File: src/rtl/controlador_interrupciones.sv
// Interrupt controller: synchronises and edge-detects external sources, arbitrates
// by fixed priority (index 0 highest) and blocks new requests until the ISR returns.
module controlador_interrupciones #(
  parameter int unsigned         N_FUENTES   = 4,
  parameter int unsigned         ANCHO_PC    = 10,
  parameter logic [ANCHO_PC-1:0] VECTOR_BASE = 10'h3C0,
  parameter int unsigned         VECTOR_PASO = 4,
  parameter int unsigned         ANCHO_PROF  = 4
) (
  input  logic                 clk,
  input  logic                 reset,
  input  logic [N_FUENTES-1:0] fuentes,
  input  logic                 we_mask,
  input  logic [N_FUENTES-1:0] mask_in,
  input  logic                 habilitar,
  input  logic                 push,
  input  logic                 pop,
  output logic                 interrupcion,
  output logic [ANCHO_PC-1:0]  vector,
  output logic                 en_servicio,
  output logic [N_FUENTES-1:0] pendientes,
  output logic                 error_pila
);

  localparam int unsigned ANCHO_IDX = (N_FUENTES > 1) ? $clog2(N_FUENTES) : 1;

  localparam logic [1:0] REPOSO   = 2'd0;
  localparam logic [1:0] PETICION = 2'd1;
  localparam logic [1:0] SERVICIO = 2'd2;

  localparam logic [ANCHO_PROF-1:0] PROF_MAX = {ANCHO_PROF{1'b1}};

  logic [N_FUENTES-1:0]  sinc1_q, sinc2_q, sinc3_q;
  logic [N_FUENTES-1:0]  pend_q, pend_d;
  logic [N_FUENTES-1:0]  mask_q, mask_d;
  logic [1:0]            estado_q, estado_d;
  logic [ANCHO_PROF-1:0] prof_q, prof_d;
  logic                  err_q, err_d;
  logic                  int_q, int_d;
  logic                  serv_q, serv_d;
  logic [ANCHO_PC-1:0]   vector_q, vector_d;

  logic [N_FUENTES-1:0]  flanco;
  logic [N_FUENTES-1:0]  activas;
  logic [N_FUENTES-1:0]  aceptar;
  logic [ANCHO_IDX-1:0]  idx;
  logic                  hay_activa;
  logic [ANCHO_PC-1:0]   vector_nuevo;

  assign flanco       = sinc2_q & ~sinc3_q;
  assign activas      = pend_q & mask_q;
  assign vector_nuevo = VECTOR_BASE + ANCHO_PC'(idx) * ANCHO_PC'(VECTOR_PASO);

  // Fixed-priority encoder: scanning downwards leaves the lowest set index.
  always_comb begin
    idx        = '0;
    hay_activa = 1'b0;
    for (int i = N_FUENTES - 1; i >= 0; i--) begin
      if (activas[i]) begin
        idx        = ANCHO_IDX'(i);
        hay_activa = 1'b1;
      end
    end
  end

  always_comb begin
    estado_d = estado_q;
    prof_d   = prof_q;
    err_d    = err_q;
    vector_d = vector_q;
    aceptar  = '0;
    case (estado_q)
      REPOSO: begin
        if (habilitar && hay_activa) begin
          estado_d = PETICION;
          vector_d = vector_nuevo;
          aceptar  = N_FUENTES'(1) << idx;
        end
      end
      // The push seen here is the control unit's own interrupt entry.
      PETICION: estado_d = SERVICIO;
      SERVICIO: begin
        if (push && !pop) begin
          if (prof_q == PROF_MAX) err_d = 1'b1;
          else                    prof_d = prof_q + ANCHO_PROF'(1);
        end else if (pop && !push) begin
          if (prof_q != '0) prof_d = prof_q - ANCHO_PROF'(1);
          else              estado_d = REPOSO;
        end
      end
      default: estado_d = REPOSO;
    endcase
    // A new edge in the same cycle as acceptance keeps the bit pending.
    pend_d = (pend_q & ~aceptar) | flanco;
    mask_d = we_mask ? mask_in : mask_q;
    int_d  = (estado_d == PETICION);
    serv_d = (estado_d == SERVICIO);
  end

  always_ff @(posedge clk or negedge reset) begin
    if (!reset) begin
      sinc1_q  <= '0;
      sinc2_q  <= '0;
      sinc3_q  <= '0;
      pend_q   <= '0;
      mask_q   <= '1;
      estado_q <= REPOSO;
      prof_q   <= '0;
      err_q    <= 1'b0;
      int_q    <= 1'b0;
      serv_q   <= 1'b0;
      vector_q <= VECTOR_BASE;
    end else begin
      sinc1_q  <= fuentes;
      sinc2_q  <= sinc1_q;
      sinc3_q  <= sinc2_q;
      pend_q   <= pend_d;
      mask_q   <= mask_d;
      estado_q <= estado_d;
      prof_q   <= prof_d;
      err_q    <= err_d;
      int_q    <= int_d;
      serv_q   <= serv_d;
      vector_q <= vector_d;
    end
  end

  assign interrupcion = int_q;
  assign vector       = vector_q;
  assign en_servicio  = serv_q;
  assign pendientes   = pend_q;
  assign error_pila   = err_q;

endmodule

File: config.mk
export PLATFORM = sky130hd
export DESIGN_NAME = controlador_interrupciones
export DESIGN_NICKNAME = d
export VERILOG_FILES = /design/src/rtl/controlador_interrupciones.sv
export SDC_FILE = /design/constraint.sdc
export NUM_CORES = 1
export LEC_CHECK = 0
export BUFFER_PORTS_ARGS = -buffer_cell sky130_fd_sc_hd__buf_4
export CORE_MARGIN = 2
export CORE_UTILIZATION = 35
export DETAILED_ROUTE_END_ITERATION = 12
export GPL_TIMING_DRIVEN = 0
export PLACE_DENSITY = 0.67
export SLEW_MARGIN = 0
export SYNTH_ARGS = -nofsm -noshare
export SYNTH_HDL_FRONTEND = slang
export SYNTH_SLANG_ARGS = --single-unit
export TNS_END_PERCENT = 5
File: constraint.sdc
create_clock -name clk -period 2.58 [get_ports clk]
set_input_delay 0.129 -clock clk [delete_from_list [all_inputs] [get_ports clk]]
set_output_delay 0.129 -clock clk [all_outputs]
set_load 0.05 [all_outputs]
# ---- Word-level counts from Yosys, hierarchy flattened
# Index checks and enable logic that the tools add are counted.
dict set report op_classes {
  shifts 1
  eq_ne 6
  reduce_logical 12
  addsub 3
  muxes 19
  bitwise 6
}
# cell n
set op_table {}
lappend op_table {{$mux W4} 6}
lappend op_table {{$mux W2} 8}
lappend op_table {{$and A4 B4 Y4} 3}
lappend op_table {{$add A7 B5 Y8 const A} 1}
lappend op_table {{$not A4 Y4} 2}
lappend op_table {{$pmux W2 S3} 1}
lappend op_table {{$add A4 B1 Y4 const B} 1}
lappend op_table {{$eq A2 B1 Y1 const B} 2}
lappend op_table {{$eq A2 B2 Y1 const B} 2}
lappend op_table {{$eq A4 B4 Y1 const B} 1}
lappend op_table {{$mux W1} 4}
lappend op_table {{$or A4 B4 Y4} 1}
lappend op_table {{$reduce_and A4 Y1} 1}
lappend op_table {{$reduce_bool A2 Y1} 2}
lappend op_table {{$reduce_bool A4 Y1} 1}
lappend op_table {{$shl A1 B2 Y4 const A} 1}
lappend op_table {{$sub A4 B1 Y4 const B} 1}
lappend op_table {{$logic_and A1 B1 Y1} 3}
lappend op_table {{$reduce_and A3 Y1} 1}
lappend op_table {{$logic_not A1 Y1} 2}
lappend op_table {{$logic_not A2 Y1} 1}
lappend op_table {{$ne A2 B2 Y1 const B} 1}
lappend op_table {{$reduce_and A2 Y1} 1}
dict set report word_totals {
  inputBits 14
  register_bits 39
  output_inout_bits 17
  word_cells 58
}

# ---- Longest topological paths before layout
dict set report depth {
  ltp_word 11
  depth_mapped 9
  mapped_depth_nobuf 9
}

# ---- Worst setup path before layout
# OpenSTA, ideal clock, no wires.
dict set report synth_path {
  path_type {reg-to-reg}
  start {register pend_q[1] (netlist: pendientes[1])}
  end {register vector_q[2] (netlist: vector[2])}
  slack_ns 1.030
  stages_incl_launch_ff 4
  t_arrival_ns 1.426
  setup_ns 0.125
  path_buffers 0
  synth_period_minus_slack_ns 1.550
  cell_sequence {dfrtp_1 a22oi_1 a31oi_1 mux2_2}
}
dict set report synth_via {
  elab_chain_cells 5
  word_cells_on_any_way 8
  classes_between {1 x add/sub; 4 x mux; 1 x bitwise; 2 x reduce/logical}
}
# item line_no
set synth_lines {}
lappend synth_lines {{from (decl)} 34} ;# logic [N_FUENTES-1:0] pend_q, pend_d;
lappend synth_lines {{from (signal assigned)} 117} ;# pend_q <= pend_d;
lappend synth_lines {{$and A4 B4 Y4 *} 51} ;# assign activas = pend_q & mask_q;
lappend synth_lines {{branches (longest 4 deep; another with $add A7 B5 Y8)} -}
lappend synth_lines {{to (signal assigned)} 124} ;# vector_q <= vector_d;
lappend synth_lines {{to (decl)} 41} ;# logic [ANCHO_PC-1:0] vector_q, vector_d;
# Mark *: on every way between the ends.
# A chain may end at the register's enable or synchronous reset.

# ---- Worst setup path after layout
dict set report layout_path {
  start {register prof_q[1]}
  end {register prof_q[1]}
}
dict set report layout_via {
  elab_chain_cells 4
  word_cells_on_any_way 11
  classes_between {2 x add/sub; 2 x eq/ne; 4 x mux; 3 x reduce/logical}
}
# item line_no
set layout_lines {}
lappend layout_lines {{from (decl)} 37} ;# logic [ANCHO_PROF-1:0] prof_q, prof_d;
lappend layout_lines {{from (signal assigned)} 120} ;# prof_q <= prof_d;
lappend layout_lines {{$sub A4 B1 Y4} 87} ;# if (prof_q != '0) prof_d = prof_q - ANCHO_PROF'(1);
lappend layout_lines {{$mux W4} 87}
lappend layout_lines {{$mux W4} 86} ;# end else if (pop && !push) begin
lappend layout_lines {{$mux W4} 83} ;# if (push && !pop) begin
# Parallel ways exist; a longest one is shown, timed or not. The select of a mux whose other input is x is not followed.

==> reports/metrics.csv <==
stage,metric,value,unit
placement,dpl cell area,1560,um2
setup_path,Reg2Reg Capture Point,prof_q[1]$_DFFE_PN0P_,
synthesis,synth unique cells,27,
sta,Hold Fails Final Rpt,0,
setup_path,"Largest stage delay, worst path",550,ps
power,Peak VDD IR,402,uV
setup_path,CP max stage cell,or4_4,
routing,DR vias/cell,4.30,
setup_path,CP Capture Type,flop,
finish,Area Overhead vs Synth,30.7,%
setup_path,CP Class,reg -> reg,
routing,Via Count,838,
global_routing,met2 usage,20.4,%
routing,initial drt markers,13,
power,Leak,0.819,nW
cts,CTS tree,yes,
hold_path,hold wc startpoint,mask_in[3],
global_routing,number of global-route vias before repair,876,
routing,antenna-violating nets left,0,
outcome,status,"complete, no violations",
floorplan,Core Box Area,3630,um2
setup_path,startpoint types,flop,
cts,H-tree levels,2,
synthesis,mux cell area share after synthesis,7.17,%
finish,antenna cell count,0,
finish,fillers,333,
synthesis,syn_area_per_cell,12.3,um2
global_routing,GR Overflow Total,0,
routing,drt drc,0,
setup_path,register-to-register setup slack,960,ps
hold_path,WHS Path Cells,2,
cts,clk sinks,31,
synthesis,synthesized instance count,106,
synthesis,Yosys warning total,0,
setup_path,worst path cell trace,or4_4 -> nor2_4 -> nor4_4 -> mux2_4,
sta,Setup TNS,0,ps
sta,Clock Skew,7.54,ps
finish,Reg area,781,um2
sta,crit path time final,1620,ps
synthesis,largest family of logic cells by synthesized area,simple AND/OR/NAND/NOR gates,
global_routing,GR Util met3,6.34,%
cts,CTS max path bufs,2,
hold_path,Hold Path End,mask_q[3]$_DFFE_PN1P_,
global_routing,largest net degree at the start of global routing,32,
synthesis,XOR/XNOR share of the synthesized area,2.68,%
synthesis,Seq cells post-synth,31,
floorplan,Initial Util,36.0,%
synthesis,area of the mapped netlist,1310,um2
power,Power per Cell Area,1010,nW/um2
cts,CTS Root Cell,clkbuf_8,
setup_path,FF-to-FF path depth,4,
finish,footprint of the multi-input gates,453,um2
sta,Final setup viols,0,
cts,CTS buffer count,5,
setup_path,reg2reg start,prof_q[1]$_DFFE_PN0P_,
synthesis,ranking of synthesized cells by area,"dfrtp_1 (52%), dfstp_2 (8.0%), mux2_2 (6.0%)",
routing,final wirelength,2120,um
run,Max-Cap Viols,0,
placement,RD Place Congestion,0.868,
synthesis,Compound-Gate Fraction of Synth Area,8.32,%
global_routing,M1 GR Usage,11.5,%
cts,Post-CTS Resized,0,
cts,Clock transition at path regs,60,ps
synthesis,adder-cell area share of the yosys netlist,5.35,%
hold_path,Hold WC Path Type,in -> reg,
global_routing,global-route wire length before repair,3620,um
cts,# Post-CTS Setup Buffers,0,
synthesis,Synth top area share,51.6,%
placement,Buffers on Ports,22,
setup_path,worst-path fanout max,5,
sta,unrepaired setup endpoints after global routing,false,
setup_path,CP bufs+invs,0,
sta,Fmax,616,MHz
routing,WL per Instance,10.9,um
global_routing,GRT Total Usage,11.9,%
setup_path,CP top delay family,simple AND/OR/NAND/NOR gates,
floorplan,# rows,22,
sta,Max Slew Vio Count,0,
placement,post-DP HPWL,1590,um
synthesis,cell accounting for the most synthesized area,dfrtp_1,
global_routing,antenna violations before repair,0,
floorplan,Boundary Pins,31,
setup_path,WP data arrival,1780,ps
synthesis,simple-gate area share of the yosys netlist,8.80,%
finish,final instance area,1710,um2
floorplan,Die W,65.2,um
routing,First-pass DRT Iterations,4,
finish,fin nets,165,
floorplan,Die ar.,4240,um2
cts,clk_lat worst skew,280,ps
setup_path,data required time of the worst path,2740,ps
global_routing,most used routing layer,met2,
finish,layout cells sized above 1,36.1,%
floorplan,Chip Height,65.2,um
sta,Final period util,62.9,%
synthesis,sequential fraction of the synthesis area,59.7,%
## worst max-delay path by stage
stage / cells past startpoint / start / endpoint / slack [ps]
floorplan: 3 / pendientes[1]$_DFF_PN0_ / vector[2]$_DFFE_PN0P_ / 1030
global placement: 10 / pop / prof_q[3]$_DFFE_PN0P_ / 950
detailed placement: 10 / pop / prof_q[3]$_DFFE_PN0P_ / 830
CTS: 4 / prof_q[1]$_DFFE_PN0P_ / prof_q[1]$_DFFE_PN0P_ / 950
global route: 6 / prof_q[1]$_DFFE_PN0P_ / prof_q[3]$_DFFE_PN0P_ / 840
finish: 4 / prof_q[1]$_DFFE_PN0P_ / prof_q[1]$_DFFE_PN0P_ / 960
## cell usage in the layout, fill, tap and decap left out, types with 2 or more instances in the layout
cell type	Yosys	layout
a21oi_1	4	4
nand3_1	2	2
clkbuf_8	0	7
nand2_1	10	10
xnor2_1	3	3
ha_1	4	4
inv_1	10	10
mux2_2	7	7
dfstp_2	4	4
buf_4	8	30
o21ai_0	7	7
nor2_1	3	3
conb_1	2	8
dlygate4sd3_1	0	5
dfrtp_1	27	27
a31oi_1	2	2
## synthesized netlist by cell type (all sizes together)
master and n:
o31ai 1, ha 4, a21o 1, fa 1
nand3 2, nand2 10, conb 2, xor2 1
and2 1, nor4 1, a22oi 1, mux2 8
or4 1, buf 8, nor2 4, a41o 1
o21ai 7, dfrtp 27, nand2b 1, xnor2 3
a31oi 2, a21oi 4, a32oi 1, inv 10
dfstp 4
## power breakdown
part / total, W / switching [W] / internal, W
sequential: 0.000704 / 0.000107 / 0.000597
clock: 0.000408 / 0.000166 / 0.000242
combinational: 0.000617 / 0.000366 / 0.000252
total: 0.00173 / 0.000639 / 0.00109
## metal layers
layer / vias to the layer above / share of wire, %
met2: 29 / 50
met5: - / 0
li1: 419 / -
met1: 386 / 40
met4: 0 / 1.5
met3: 4 / 7.8
## final cells by class
class	instances	share of cell area, %
Inverter	10	2.19
Tap cell	48	3.51
Clock buffer	7	5.63
Multi-Input combinational cell	63	26.5
Clock inverter	1	0.439
Buffer	8	3.51
Sequential cell	31	45.6
Timing Repair Buffer	27	12.6
## sequential cells by signal, summed over array words and instances, names as in the netlist
signal and cells:
sinc1_q 4, mask_q 4, pendientes 4, estado_q 2, vector 2, interrupcion 1, sinc3_q 4, sinc2_q 4
en_servicio 1, error_pila 1, prof_q 4
## cell families (layout without fill, tap and decap cells)
logic type,after synthesis,in the layout
compound gates,18,18
simple gates,20,20
mux,8,8
fa+ha+maj,5,5
flops,31,31
buf+inv,18,53
other cells,2,8
xor+xnor,4,4
## through the flow
stage	utilization, %	power, W	instances	setup WS (ps)	hold slack [ps]
6_report	47.1	0.00173	195	956	84.6
5_1_grt	47.1	0.00184	195	841	72.0
4_1_cts	47.1	0.00175	195	945	75.7
2_1_floorplan	-	0.00115	112	1030	-167
3_3_place_gp	42.8	0.00129	182	946	73.7
3_5_place_dp	42.8	0.00133	182	834	82.3
## repair_timing
action / in CTS / in global routing
hold endpoints to repair: 31 / 0
endpoints found under the setup margin: 0 / 0
hold buffers: 5 / 0
No activity file was read; power rests on OpenSTA's default activity.
